## config.mk

```make
export PLATFORM = sky130hd
export DESIGN_NAME = uart_rx_fifo
export DESIGN_NICKNAME = d
export VERILOG_FILES = /design/src/rtl/uart_pkg.sv /design/src/rtl/sync_fifo.sv /design/src/rtl/uart_rx_fifo.sv
export SDC_FILE = /design/constraint.sdc
export NUM_CORES = 1
export LEC_CHECK = 0
export CORE_MARGIN = 4
export CORE_UTILIZATION = 45
export DETAILED_ROUTE_END_ITERATION = 7
export HOLD_SLACK_MARGIN = 0.15
export SETUP_SLACK_MARGIN = 0.5
export SLEW_MARGIN = 10
export SYNTH_ARGS = -nofsm -noshare
export SYNTH_HDL_FRONTEND = slang
export SYNTH_SLANG_ARGS = --single-unit
export TNS_END_PERCENT = 10
```

## constraint.sdc

```tcl
create_clock -name clk -period 7.35 [get_ports clk]
set_clock_uncertainty 0.2 [all_clocks]
set_input_delay 0.735 -clock clk [delete_from_list [all_inputs] [get_ports clk]]
set_output_delay 0.735 -clock clk [all_outputs]
set_load 0.02 [all_outputs]
```

## src/rtl/uart_pkg.sv

```systemverilog
// Shared UART definitions: parity mode encodings and receiver FSM states.
package uart_pkg;

  localparam int unsigned PAR_NONE = 0;
  localparam int unsigned PAR_EVEN = 1;
  localparam int unsigned PAR_ODD  = 2;

  typedef enum logic [2:0] {
    StIdle,
    StStart,
    StData,
    StParity,
    StStop,
    StBreak
  } rx_state_e;

endpackage

```

## src/rtl/sync_fifo.sv

```systemverilog
// Single-clock show-ahead FIFO; the head word is presented whenever the FIFO is non-empty.
module sync_fifo #(
  parameter int unsigned DATA_W = 8,
  parameter int unsigned DEPTH  = 16
) (
  input  logic                     clk,
  input  logic                     rstn,
  input  logic                     push,
  input  logic [DATA_W-1:0]        push_data,
  input  logic                     pop,
  output logic [DATA_W-1:0]        pop_data,
  output logic                     full,
  output logic                     empty,
  output logic [$clog2(DEPTH):0]   count
);

  localparam int unsigned AddrW = $clog2(DEPTH);
  localparam int unsigned CntW  = AddrW + 1;
  localparam logic [CntW-1:0] FullCnt = CntW'(DEPTH);

  logic [DATA_W-1:0] mem_q [DEPTH];
  logic [AddrW-1:0]  wr_ptr_q, rd_ptr_q;
  logic [CntW-1:0]   count_q;
  logic              do_push, do_pop;

  assign full  = (count_q == FullCnt);
  assign empty = (count_q == '0);
  assign count = count_q;

  // A push at full is still accepted when a pop frees the slot in the same cycle.
  assign do_pop  = pop && !empty;
  assign do_push = push && (!full || do_pop);

  // Empty FIFO presents zero so the read port is clean out of reset.
  assign pop_data = empty ? '0 : mem_q[rd_ptr_q];

  // Storage array, written on accepted push.
  always_ff @(posedge clk) begin
    if (do_push) begin
      mem_q[wr_ptr_q] <= push_data;
    end
  end

  // Pointers and occupancy; pointers wrap naturally at the power-of-two depth.
  always_ff @(posedge clk or negedge rstn) begin
    if (!rstn) begin
      wr_ptr_q <= '0;
      rd_ptr_q <= '0;
      count_q  <= '0;
    end else begin
      if (do_push) wr_ptr_q <= wr_ptr_q + AddrW'(1);
      if (do_pop)  rd_ptr_q <= rd_ptr_q + AddrW'(1);
      case ({do_push, do_pop})
        2'b10:   count_q <= count_q + CntW'(1);
        2'b01:   count_q <= count_q - CntW'(1);
        default: count_q <= count_q;
      endcase
    end
  end

endmodule

```

## src/rtl/uart_rx_fifo.sv

```systemverilog
// UART receiver with start-glitch rejection, optional parity, sticky line errors and a
// show-ahead receive FIFO drained through a ready/valid port.
module uart_rx_fifo
  import uart_pkg::*;
#(
  parameter int unsigned CLK_PER_HALF_BIT = 5208,
  parameter int unsigned DATA_BITS        = 8,
  parameter int unsigned PARITY           = 0,
  parameter int unsigned FIFO_DEPTH       = 16
) (
  input  logic                          clk,
  input  logic                          rstn,
  input  logic                          rxd,
  output logic [DATA_BITS-1:0]          rd_data,
  output logic                          rd_valid,
  input  logic                          rd_ready,
  output logic [$clog2(FIFO_DEPTH):0]   fifo_count,
  output logic                          frame_err,
  output logic                          parity_err,
  output logic                          overrun_err,
  input  logic                          err_clr
);

  localparam int unsigned BaudW = $clog2(2 * CLK_PER_HALF_BIT);
  localparam int unsigned BitW  = $clog2(DATA_BITS);
  localparam logic [BaudW-1:0] HalfLoad = BaudW'(CLK_PER_HALF_BIT - 1);
  localparam logic [BaudW-1:0] FullLoad = BaudW'(2 * CLK_PER_HALF_BIT - 1);
  localparam logic [BitW-1:0]  LastBit  = BitW'(DATA_BITS - 1);

  logic                 rx_meta_q, rx_s_q;
  rx_state_e            state_q;
  logic [BaudW-1:0]     baud_cnt_q;
  logic [BitW-1:0]      bit_cnt_q;
  logic [DATA_BITS-1:0] shift_q;
  logic                 par_bad_q;
  logic                 frame_err_q, parity_err_q, overrun_err_q;

  logic tick, stop_tick, exp_par;
  logic push, fifo_full, fifo_empty;
  logic frame_set, parity_set, overrun_set;

  // Two-flop synchroniser; idles high so reset never looks like a start bit.
  always_ff @(posedge clk or negedge rstn) begin
    if (!rstn) begin
      rx_meta_q <= 1'b1;
      rx_s_q    <= 1'b1;
    end else begin
      rx_meta_q <= rxd;
      rx_s_q    <= rx_meta_q;
    end
  end

  assign tick      = (baud_cnt_q == '0);
  assign stop_tick = (state_q == StStop) && tick;
  assign exp_par   = (PARITY == PAR_ODD) ? ~(^shift_q) : ^shift_q;

  // Receiver FSM with baud and bit counters; samples are taken at bit centres.
  always_ff @(posedge clk or negedge rstn) begin
    if (!rstn) begin
      state_q    <= StIdle;
      baud_cnt_q <= '0;
      bit_cnt_q  <= '0;
      shift_q    <= '0;
      par_bad_q  <= 1'b0;
    end else begin
      case (state_q)
        StIdle: begin
          if (!rx_s_q) begin
            baud_cnt_q <= HalfLoad;
            state_q    <= StStart;
          end
        end
        StStart: begin
          if (tick) begin
            if (!rx_s_q) begin
              baud_cnt_q <= FullLoad;
              bit_cnt_q  <= '0;
              par_bad_q  <= 1'b0;
              state_q    <= StData;
            end else begin
              state_q <= StIdle;  // start bit too short: treat as line glitch
            end
          end else begin
            baud_cnt_q <= baud_cnt_q - BaudW'(1);
          end
        end
        StData: begin
          if (tick) begin
            shift_q    <= {rx_s_q, shift_q[DATA_BITS-1:1]};
            baud_cnt_q <= FullLoad;
            if (bit_cnt_q == LastBit) begin
              state_q <= (PARITY != PAR_NONE) ? StParity : StStop;
            end else begin
              bit_cnt_q <= bit_cnt_q + BitW'(1);
            end
          end else begin
            baud_cnt_q <= baud_cnt_q - BaudW'(1);
          end
        end
        StParity: begin
          if (tick) begin
            par_bad_q  <= (rx_s_q != exp_par);
            baud_cnt_q <= FullLoad;
            state_q    <= StStop;
          end else begin
            baud_cnt_q <= baud_cnt_q - BaudW'(1);
          end
        end
        StStop: begin
          // Leaving at mid-stop lets a start bit right after the stop sample be seen.
          if (tick) begin
            state_q <= rx_s_q ? StIdle : StBreak;
          end else begin
            baud_cnt_q <= baud_cnt_q - BaudW'(1);
          end
        end
        StBreak: begin
          if (rx_s_q) state_q <= StIdle;
        end
        default: state_q <= StIdle;
      endcase
    end
  end

  assign push        = stop_tick && rx_s_q && !par_bad_q;
  assign frame_set   = stop_tick && !rx_s_q;
  assign parity_set  = stop_tick && par_bad_q;
  assign overrun_set = push && fifo_full && !rd_ready;

  // Sticky error flags; a same-cycle set beats the clear.
  always_ff @(posedge clk or negedge rstn) begin
    if (!rstn) begin
      frame_err_q   <= 1'b0;
      parity_err_q  <= 1'b0;
      overrun_err_q <= 1'b0;
    end else begin
      frame_err_q   <= frame_set   || (frame_err_q   && !err_clr);
      parity_err_q  <= parity_set  || (parity_err_q  && !err_clr);
      overrun_err_q <= overrun_set || (overrun_err_q && !err_clr);
    end
  end

  assign frame_err   = frame_err_q;
  assign parity_err  = parity_err_q;
  assign overrun_err = overrun_err_q;
  assign rd_valid    = !fifo_empty;

  sync_fifo #(
    .DATA_W(DATA_BITS),
    .DEPTH (FIFO_DEPTH)
  ) u_fifo (
    .clk      (clk),
    .rstn     (rstn),
    .push     (push),
    .push_data(shift_q),
    .pop      (rd_ready),
    .pop_data (rd_data),
    .full     (fifo_full),
    .empty    (fifo_empty),
    .count    (fifo_count)
  );

endmodule

```

==> impl_results.md <==
* Post-synthesis sequential area ratio at 0.656
* R2r startpoint: baud_cnt_q[0]
* CP max stage cell: dfrtp_2
* Ant. Diodes at 0
* Antenna violations before repair at 0
* Fin area at between 8000 and 9000 um2
* CTS buffer count at 17
* Clk buf depth at 2
* DR vias at a little over 4000
* Global-route met2 utilization at 0.237
* Final Slew Violations at 0
* Critical path required time at 6.41 ns
* Synth Area per Inst at 15.9 um2
* Layout area overhead at 12.6%
* Die ar. at between 15000 and 20000 um2
* Die height at roughly 140 um
* Mapped Area at 7650 um2
* Vias/cell at 5.60
* Main synth FF type: edfxtp_1
* Syn_nets at 500
* Io pins at 22
* Reg2reg setup slack at 3.33 ns
* Post-route setup TNS at 0 ns
* First-pass GRT wire length at 23700 um
* Final worst path period need at 4.31 ns
* Final Wtd Congestion at between 0.8 and 0.9
* Congestion Overflow GR at 0
* Dpl cell area at 8060 um2
* HP Start: rx_meta_q
* Pleak at 3.32 nW
* GRT Total Usage at 0.159
* Worst slew margin at 0.307
* Setup crit end kind: primary output
* Fin nets at about 520
* Endpoints failing setup at 0
* Skew-Pair Late Insertion Delay at around 0.43 ns
* Maxcap violations at 0
* Hold depth at 0
* GR peak layer: met2
* Status: complete, no violations
* Max stage delay on crit path at 0.74 ns
* Syn Inst Count at 482
* Hpwl dp at ~9700 um
* Share of cells above drive strength 1 at 0.199
* Drt first pass iters at 5
* CORE AREA at 16600 um2
* Hold Crit Class: register to register
* DRC viols at 0
* GR Util met1 at 0.236
* Flops & latches, synth at 175
* Avg WL per Cell at 19.6 um
* Crit-path cells: buf_4 > mux4_2 > mux4_2 > nor2b_1 > clkdlybuf4s50_1
* Power Density at 270 nW/um2
* Worst Max-Slew Pin Slew at 1.04 ns
* Vias in the first global route at just over 4000
* H-tree depth at 4
* Synth async-reset ratio at 0.269
* R2R depth at 14
* Maximum vdd drop at 0.154 mV
* Initial core utilization at 0.460
* Critical path's most frequent cell: mux4_2
* Postcts setup bufs at 0
* Crit Path Class: register to primary output
* CTS sink cnt at 175
* Maximum clock frequency at around 230 MHz
* RSZ-0062 raised after global routing: false
* Fillers at 1336
* Hold Path End: rx_s_q
* Worst R2R End: u_fifo.count[4]
* Netlist cell types at 56
* Critical Path AT at 3.37 ns
* EDFF count, synth at about 130
* Final Hold Viols at 0
* Worst Path Max Fanout at 19
* Row Count at 47
* Crit start category: register
* Drt initial violations at around 340
* Synth Warn # at 0
* Core Util, Final at 0.518
* CTS tree: yes
* Root buf cell: clkbuf_16
* Antenna-violating nets left at 0
* Hold-fix buffers, CTS at 0
* Tcrit/Tclk final at 0.586
* Largest net degree at the start of global routing at 48
* M3 GR Usage at 0.0311
* Die width at about 140 um
* Routed WL at 14500 um
* Post-cts gate resize count at 0
* Clock-pin slew on the worst setup and hold paths at 0.07 ns
* # port buffers at 21
[report_power, final]
part	internal, mW	total [mW]	switching (mW)
clock network	0.445	0.847	0.402
logic	0.170	0.319	0.149
registers	1.08	1.16	0.0830
[kinds of logic (layout without fill, tap and decap cells)]
kind of cell,after synthesis,in the layout,synth area share
simple gates,117,117,0.0873
mux,51,51,0.134
compound gates,64,64,0.0523
buf+inv,40,76,0.0240
fa+ha+maj,13,13,0.0213
flops,175,175,0.656
xor+xnor,22,22,0.0252
[Yosys cell counts, drive strengths merged (2+ instances only)]
cell type	instances	area, um2
or3	2	12.5
ha	13	163
xnor2	15	131
nand4	3	18.8
o2bb2ai	2	17.5
mux2	10	113
nand3	7	35.0
nand2	21	86.3
edfxtp	128	3840
or4	4	33.8
o22ai	6	37.5
nor3	16	91.3
nor4	3	48.8
nor3b	2	15.0
nand4b	2	23.8
dfstp	2	52.6
dfrtp	45	1130
mux4	40	901
nor2	31	124
a21o	5	45.0
o21ai	19	95.1
o21a	2	15.0
or3b	2	17.5
nand2b	7	43.8
o31ai	2	15.0
clkbuf	12	45.0
a21oi	18	90.1
inv	16	60.1
buf	12	78.8
a21boi	2	15.0
xor2	7	61.3
nor2b	12	75.1
[worst max path at each step]
stage / from / to / cells past startpoint
5_1_grt: u_fifo.rd_ptr_q[0] / rd_data[6] / 5
4_1_cts: u_fifo.rd_ptr_q[0] / rd_data[1] / 5
3_5_place_dp: rd_ready / u_fifo.count[4] / 12
6_report: u_fifo.rd_ptr_q[0] / rd_data[7] / 5
2_1_floorplan: u_fifo.count[1] / u_fifo.count[4] / 14
3_3_place_gp: rd_ready / u_fifo.count[4] / 12
[final cells by class]
cell class | count | area (um2) | share of cell area
tap | 220 | 275 | 0.0319
timing repair buffer | 28 | 258 | 0.0299
inverter | 16 | 60.1 | 0.00697
clock buffer | 18 | 429 | 0.0498
clock inverter | 14 | 124 | 0.0144
multi-input combinational | 267 | 2450 | 0.284
sequential | 175 | 5020 | 0.583
[per-stage QoR]
step | cells | power (mW) | setup slack [ns] | hold WS [ns]
final | 738 | 2.33 | 3.04 | 0.165
after global routing | 738 | 2.43 | 2.82 | 0.171
after CTS | 738 | 2.35 | 2.93 | 0.167
after global placement | 706 | 1.50 | 3.31 | 0.150
after floorplan | 482 | 1.42 | 3.74 | 0.145
after detailed placement | 706 | 1.51 | 3.26 | 0.157
[worst max-delay path: cells and delay by family, from the launching register on]
| family | cells | cell delay (ns) |
|---|---|---|
| flip-flops | 1 | 0.74 |
| multiplexers | 2 | 1.04 |
| AND/OR/NAND/NOR | 1 | 0.15 |
| buffers and inverters | 2 | 1.00 |
[placed cells by master (no fill, tap or decap), drive strengths merged, types with 13 or more instances in the layout]
cell type / instances
edfxtp: 128
nand2: 21
ha: 13
clkdlybuf4s50: 20
nor3: 16
inv: 24
o21ai: 19
a21oi: 18
nor2: 31
xnor2: 15
dfrtp: 45
clkbuf: 18
mux4: 40
[registers in the layout (all words and copies together), names as in the netlist]
| register | cells |
|---|---|
| state_q | 3 |
| overrun_err | 1 |
| parity_err | 1 |
| u_fifo.wr_ptr_q | 4 |
| shift_q | 8 |
| par_bad_q | 1 |
| u_fifo.count | 5 |
| rx_meta_q | 1 |
| baud_cnt_q | 14 |
| frame_err | 1 |
| u_fifo.mem_q | 128 |
| u_fifo.rd_ptr_q | 4 |
| bit_cnt_q | 3 |
| rx_s_q | 1 |
[per-layer routing]
layer | routed length [um] | up-vias | part of all wire
met4 | 252 | 0 | 0.017
met2 | 6840 | 108 | 0.47
li1 | - | 1901 | -
met1 | 6740 | 2106 | 0.47
met3 | 640 | 21 | 0.044
met5 | 0 | - | 0
Note: power is estimated with default switching activity, not from simulation.
